--- src/rtl/fm_pkg.sv ---
// fm_pkg: constants and helpers shared between the program flash memory and
// its byte-stream loader.
//   SIZE_INST  - instruction word width in bits
//   SIZE_FM    - flash word address width in bits
//   fm_state_t - loader FSM state encoding (3 bits)
//   chk_seed / chk_next - running XOR checksum over the framed byte stream
package fm_pkg;

    localparam int SIZE_INST = 16;
    localparam int SIZE_FM   = 8;

    typedef enum logic [2:0] {
        ST_IDLE  = 3'd0,
        ST_COUNT = 3'd1,
        ST_LOW   = 3'd2,
        ST_HIGH  = 3'd3,
        ST_CHECK = 3'd4,
        ST_DONE  = 3'd5,
        ST_ERROR = 3'd6
    } fm_state_t;

    // The checksum covers the count byte and every data byte.
    function automatic logic [7:0] chk_seed(input logic [7:0] b);
        return b;
    endfunction

    function automatic logic [7:0] chk_next(input logic [7:0] c, input logic [7:0] b);
        return c ^ b;
    endfunction

endpackage

--- src/rtl/flash_loader.sv ---
// flash_loader: byte-stream programmer for the program flash.
// Frame from the host: N (0 means 256 words), then N little-endian 16-bit
// words (low byte first), then an XOR checksum over all preceding bytes.
// Ports:
//   clk_fm, rst_fm         - clock (rising edge), asynchronous active-high reset
//   start, abort           - session control from the host
//   byte_in, byte_valid    - stream byte and its valid
//   byte_ready             - loader accepts a byte this cycle
//   wr_en, wr_addr, wr_data- flash write port, one strobe per word
//   cpu_hold, busy         - core stall / session in progress
//   done, error            - sticky session result, cleared by start
//   words_written          - words written in this session
module flash_loader #(
    parameter int SIZE_INST = fm_pkg::SIZE_INST,
    parameter int SIZE_FM   = fm_pkg::SIZE_FM
) (
    input  logic                 clk_fm,
    input  logic                 rst_fm,
    input  logic                 start,
    input  logic                 abort,
    input  logic [7:0]           byte_in,
    input  logic                 byte_valid,
    output logic                 byte_ready,
    output logic                 wr_en,
    output logic [SIZE_FM-1:0]   wr_addr,
    output logic [SIZE_INST-1:0] wr_data,
    output logic                 cpu_hold,
    output logic                 busy,
    output logic                 done,
    output logic                 error,
    output logic [SIZE_FM:0]     words_written
);

    import fm_pkg::*;

    fm_state_t          state, state_nxt;
    logic [7:0]         low_byte;
    logic [7:0]         chk;
    logic [SIZE_FM:0]   words_left;
    logic               active;
    logic               take_p0;
    logic               hi_vld_p0;

    // byte_ready decodes the state register only, so it never depends on
    // byte_valid in the same cycle.
    assign active     = (state == ST_COUNT) || (state == ST_LOW) ||
                        (state == ST_HIGH)  || (state == ST_CHECK);
    assign byte_ready = active;

    // abort beats a simultaneous transfer: the byte stays with the source.
    assign take_p0   = byte_valid && byte_ready && !abort;
    assign hi_vld_p0 = take_p0 && (state == ST_HIGH);

    // The final write strobe can overlap leaving the active states (abort
    // right after the last high byte), so the core is held through it.
    assign busy     = active || wr_en;
    assign cpu_hold = busy;
    assign done     = (state == ST_DONE);
    assign error    = (state == ST_ERROR);

    always_comb begin
        state_nxt = state;
        case (state)
            ST_IDLE, ST_DONE, ST_ERROR: begin
                if (start) state_nxt = ST_COUNT;
            end
            ST_COUNT: begin
                if (abort)        state_nxt = ST_ERROR;
                else if (take_p0) state_nxt = ST_LOW;
            end
            ST_LOW: begin
                if (abort)        state_nxt = ST_ERROR;
                else if (take_p0) state_nxt = ST_HIGH;
            end
            ST_HIGH: begin
                if (abort)        state_nxt = ST_ERROR;
                else if (take_p0) state_nxt = (words_left == (SIZE_FM+1)'(1)) ? ST_CHECK : ST_LOW;
            end
            ST_CHECK: begin
                if (abort)        state_nxt = ST_ERROR;
                else if (take_p0) state_nxt = (byte_in == chk) ? ST_DONE : ST_ERROR;
            end
            default: state_nxt = ST_IDLE;
        endcase
    end

    // ---- stage p0 -> p1: byte capture, checksum, word assembly ----
    always_ff @(posedge clk_fm or posedge rst_fm) begin
        if (rst_fm) begin
            state         <= ST_IDLE;
            low_byte      <= '0;
            chk           <= '0;
            words_left    <= '0;
            wr_en         <= 1'b0;
            wr_addr       <= '0;
            wr_data       <= '0;
            words_written <= '0;
        end else begin
            state <= state_nxt;
            wr_en <= hi_vld_p0;

            if (take_p0) begin
                case (state)
                    ST_COUNT: begin
                        words_left <= (byte_in == 8'd0) ? (SIZE_FM+1)'(256)
                                                        : (SIZE_FM+1)'(byte_in);
                        chk        <= chk_seed(byte_in);
                    end
                    ST_LOW: begin
                        low_byte <= byte_in;
                        chk      <= chk_next(chk, byte_in);
                    end
                    ST_HIGH: begin
                        wr_data    <= SIZE_INST'({byte_in, low_byte});
                        words_left <= words_left - (SIZE_FM+1)'(1);
                        chk        <= chk_next(chk, byte_in);
                    end
                    default: ;
                endcase
            end

            // ---- stage p1 -> p2: advance address after the strobe cycle ----
            if (wr_en) begin
                wr_addr       <= wr_addr + SIZE_FM'(1);
                words_written <= words_written + (SIZE_FM+1)'(1);
            end

            // A new session restarts addressing; wr_en is never high in the
            // idle states, so this cannot collide with the increment above.
            if (start && !active) begin
                chk           <= '0;
                wr_addr       <= '0;
                words_written <= '0;
            end
        end
    end

endmodule

--- config.mk ---
export PLATFORM = sky130hd
export DESIGN_NAME = flash_loader
export DESIGN_NICKNAME = d
export VERILOG_FILES = /design/src/rtl/fm_pkg.sv /design/src/rtl/flash_loader.sv
export SDC_FILE = /design/constraint.sdc
export NUM_CORES = 1
export LEC_CHECK = 0
export CELL_PAD_IN_SITES_DETAIL_PLACEMENT = 1
export CELL_PAD_IN_SITES_GLOBAL_PLACEMENT = 1
export CORE_UTILIZATION = 43
export CTS_BUF_LIST = sky130_fd_sc_hd__clkbuf_4 sky130_fd_sc_hd__clkbuf_8
export DETAILED_ROUTE_END_ITERATION = 7
export PLACE_DENSITY = 0.89
export SLEW_MARGIN = 20
export SYNTH_ARGS = -nofsm -noshare
export SYNTH_HDL_FRONTEND = slang
export SYNTH_SLANG_ARGS = --single-unit
export TNS_END_PERCENT = 10
--- constraint.sdc ---
create_clock -name clk_fm -period 2.9 [get_ports clk_fm]
set_input_delay 0.87 -clock clk_fm [delete_from_list [all_inputs] [get_ports clk_fm]]
set_output_delay 0.87 -clock clk_fm [all_outputs]
set_load 0.03 [all_outputs]
==> impl_results.md <==
* GR met2 Demand/Resource at 0.450
* # hold bufs at CTS at 0
* Finished Core Util at 0.568
* Min-delay src: low_byte[2]$_DFFE_PP0P_
* Worst path top cell family by delay: buffers and inverters
* CP Max Fanout at 4
* Antenna violations before repair at 0
* Reg2reg end: chk[5]$_DFFE_PP0P_
* Most frequent cells in the layout: dfrtp_1, clkdlybuf4s50_1, nor2_1
* Setup CP Type: flop to output pin
* Unrepaired setup endpoints after global routing: false
* CP bufs+invs at 1
* Cells on worst reg2reg path at 5
* Setup TNS at 0 ps
* Core area at 7250 sq um
* Vias per cell at 5.58
* Async SR Flop Fraction at 1.00
* DR WL/cell at 18.3 um
* Crit-path max cell delay at 740 ps
* CTS buffer count at 9
* Mapped Area at 3230 sq um
* Pin count of the biggest net entering global routing at 63
* Sequential share of the synthesized area at 0.481
* Inserted Diodes at 0
* Dpl hpwl at 6.26 mm
* TritonCTS clock tree: yes
* Die height at 88.6 um
* Power density over cell area at 930 nW/um^2
* Met1 usage in global routing at 0.293
* Fin. Hold Viols at 0
* Layout area overhead at 27.8%
* CTS H-Tree Depth at 3
* CTS clk-pin slew, worst paths at 70 ps
* Top-area cell type share of the netlist area at 0.481
* CP required at 2030 ps
* Synth area leaders: dfrtp_1, mux2_2, nor2_1, xnor2_1, nand2_1
* Post-route insts no fill at 490
* DRC violations left at 0
* WP depth at 3
* Final net count at 403
* Relative slew slack at 0.459
* Die width at 88.6 um
* Max VDD drop at 0.000446 V
* Layout cell share with drive strength beyond 1 at 0.176
* Tcrit/Tclk final at 0.968
* Worst Setup EP: byte_ready
* Met3 usage at 0.0653
* Register bit total from synthesis at 62
* Clock Latency Late Sink at 340 ps
* Post-route ant nets at 0
* Status: completed
* Setup Buffers After CTS at 0
* Finish-stage setup viols at 0
* Bufs on Longest Clock Path at 2
* Slew @ Worst Pin at 804 ps
* CP Capture Type: output pin
* Final instance area at 4120 sq um
* Die area at 7850 sq um
* Syn_area_per_cell at 10.1 sq um
* RR Startpoint: state[1]$_DFFE_PP0P_
* Post-DP Area at 3950 sq um
* Hold WC Path Type: flop to flop
* FP Rows at 31
* IO Pins at 52
* Max frequency at 356 MHz
* Vias at 2,736
* Lkg Pwr at 1.80 nW
* Worst setup SP type: flop
* Post-synthesis net count at 335
* Drt first pass iters at 4
* Post-synth top flop: dfrtp_1
* Commonest non-fill, non-tap cell in the layout: dfrtp_1
* Root Driver: clkbuf_8
* Final min period at 2810 ps
* CP startpoint: state[1]$_DFFE_PP0P_
* Vias in the first global route at 2,837
* Max-cap violation count at 0
* FILL cells at 811
* CTS Sinks at 62
* Ordered cell list for the critical path: nor2_1, xnor2_1, clkdlybuf4s50_1
* Initial core utilization at 0.445
* Mapped Cells at 318
* CP arrival at 1940 ps
* Port Buffer Count at 51
* Worst Skew at 5.02 ps
* Total gr overflow at 0
* Total track usage at 0.252
* Synth warn at 0
* Critical path's slowest cell: clkdlybuf4s50_1
* Pre-CTS worst setup slack at 193 ps
* Worst setup margin at 91.9 ps
* Placed cell count at 474
* DRT iter0 DRCs at 177
* Final wirelength at 8.97 mm
* Yosys cell types at 57
* Top cell type by total area after synthesis: dfrtp_1
* Number of flops mapped to enable cells by yosys at 0
* Gpl congestion at 0.856
* R2r setup slk at 860 ps
* First-pass GRT wire length at 14.5 mm
* Pins Over Slew Limit at 0
* GR peak layer: met2
==> logic make-up (layout without fill, tap and decap cells) <==
| group | after synthesis | after routing | share of synthesized area |
|---|---|---|---|
| AND/OR/NAND/NOR | 121 | 121 | 0.193 |
| flip-flops | 62 | 62 | 0.481 |
| AO/OA/AOI/OAI | 60 | 60 | 0.119 |
| multiplexers | 27 | 27 | 0.0931 |
| XOR/XNOR | 24 | 24 | 0.0651 |
| buffers and inverters | 20 | 93 | 0.0330 |
| adder cells (fa/ha/maj) | 4 | 4 | 0.0155 |
==> how the worst min path moves through the flow <==
stage / end / slack [ps] / cells past startpoint
after detailed placement: wr_data[2]$_DFFE_PP0P_ / 490 / 1
after CTS: wr_data[2]$_DFFE_PP0P_ / 510 / 1
after global routing: wr_data[3]$_DFFE_PP0P_ / 530 / 1
after floorplan: words_left[8]$_DFFE_PP0P_ / 470 / 1
final: wr_data[2]$_DFFE_PP0P_ / 510 / 1
after global placement: words_left[8]$_DFFE_PP0P_ / 480 / 1
==> layer usage <==
metal	share of wire	up-vias
met4	0.019	0
met2	0.54	84
li1	-	1263
met3	0.048	19
met1	0.40	1370
met5	0	-
==> per-stage QoR <==
stage | hold slack [ps] | total power, mW
floorplan | 467 | 2.51
global placement | 481 | 3.06
detailed placement | 491 | 3.16
CTS | 508 | 3.86
global route | 526 | 4.07
finish | 507 | 3.84
==> state kept, by name, indices dropped and copies added, names as in the netlist <==
register,cells
wr_en,1
words_written,9
wr_addr,8
state,3
chk,8
words_left,9
wr_data,16
low_byte,8
==> cell type report <==
class                      count  area [sq um]  area share
clock inverter                 4          22.5     0.00546
timing repair buffer          73           688       0.167
inverter                       4          15.0     0.00364
clock buffer                  12           153      0.0370
tap                           99           124      0.0300
multi-input combinational    236          1570       0.381
sequential                    62          1550       0.376
==> power by group <==
part           internal [mW]  switching [mW]  leakage (nW)  total [mW]
Sequential              1.14           0.225         0.813        1.36
Combinational          0.763            1.03         0.898        1.79
Clock                  0.348           0.334        0.0930       0.682
Total                   2.25            1.59          1.80        3.84
==> synth_stat cells (all sizes together), types with 2 or more instances <==
| cell type | n |
|---|---|
| nor3 | 7 |
| o22a | 3 |
| buf | 14 |
| nand2b | 3 |
| nor2 | 39 |
| and2 | 6 |
| dfrtp | 62 |
| o31ai | 5 |
| and3 | 5 |
| and3b | 2 |
| nand2 | 23 |
| xnor2 | 16 |
| clkbuf | 2 |
| nor4 | 3 |
| xor2 | 8 |
| a2bb2oi | 2 |
| nor3b | 2 |
| nand4 | 6 |
| nor2b | 3 |
| mux2 | 24 |
| o21ai | 17 |
| mux2i | 3 |
| ha | 4 |
| nand3b | 2 |
| nand3 | 10 |
| a31oi | 5 |
| a21oi | 15 |
| or2 | 2 |
| inv | 4 |
==> what timing repair did <==
item,4_1_cts,5_1_grt
gates cloned,0,0
gates resized for setup,2,1
setup endpoints to repair,2,1
pin swaps,0,0
No activity file was read; power rests on OpenSTA's default activity.
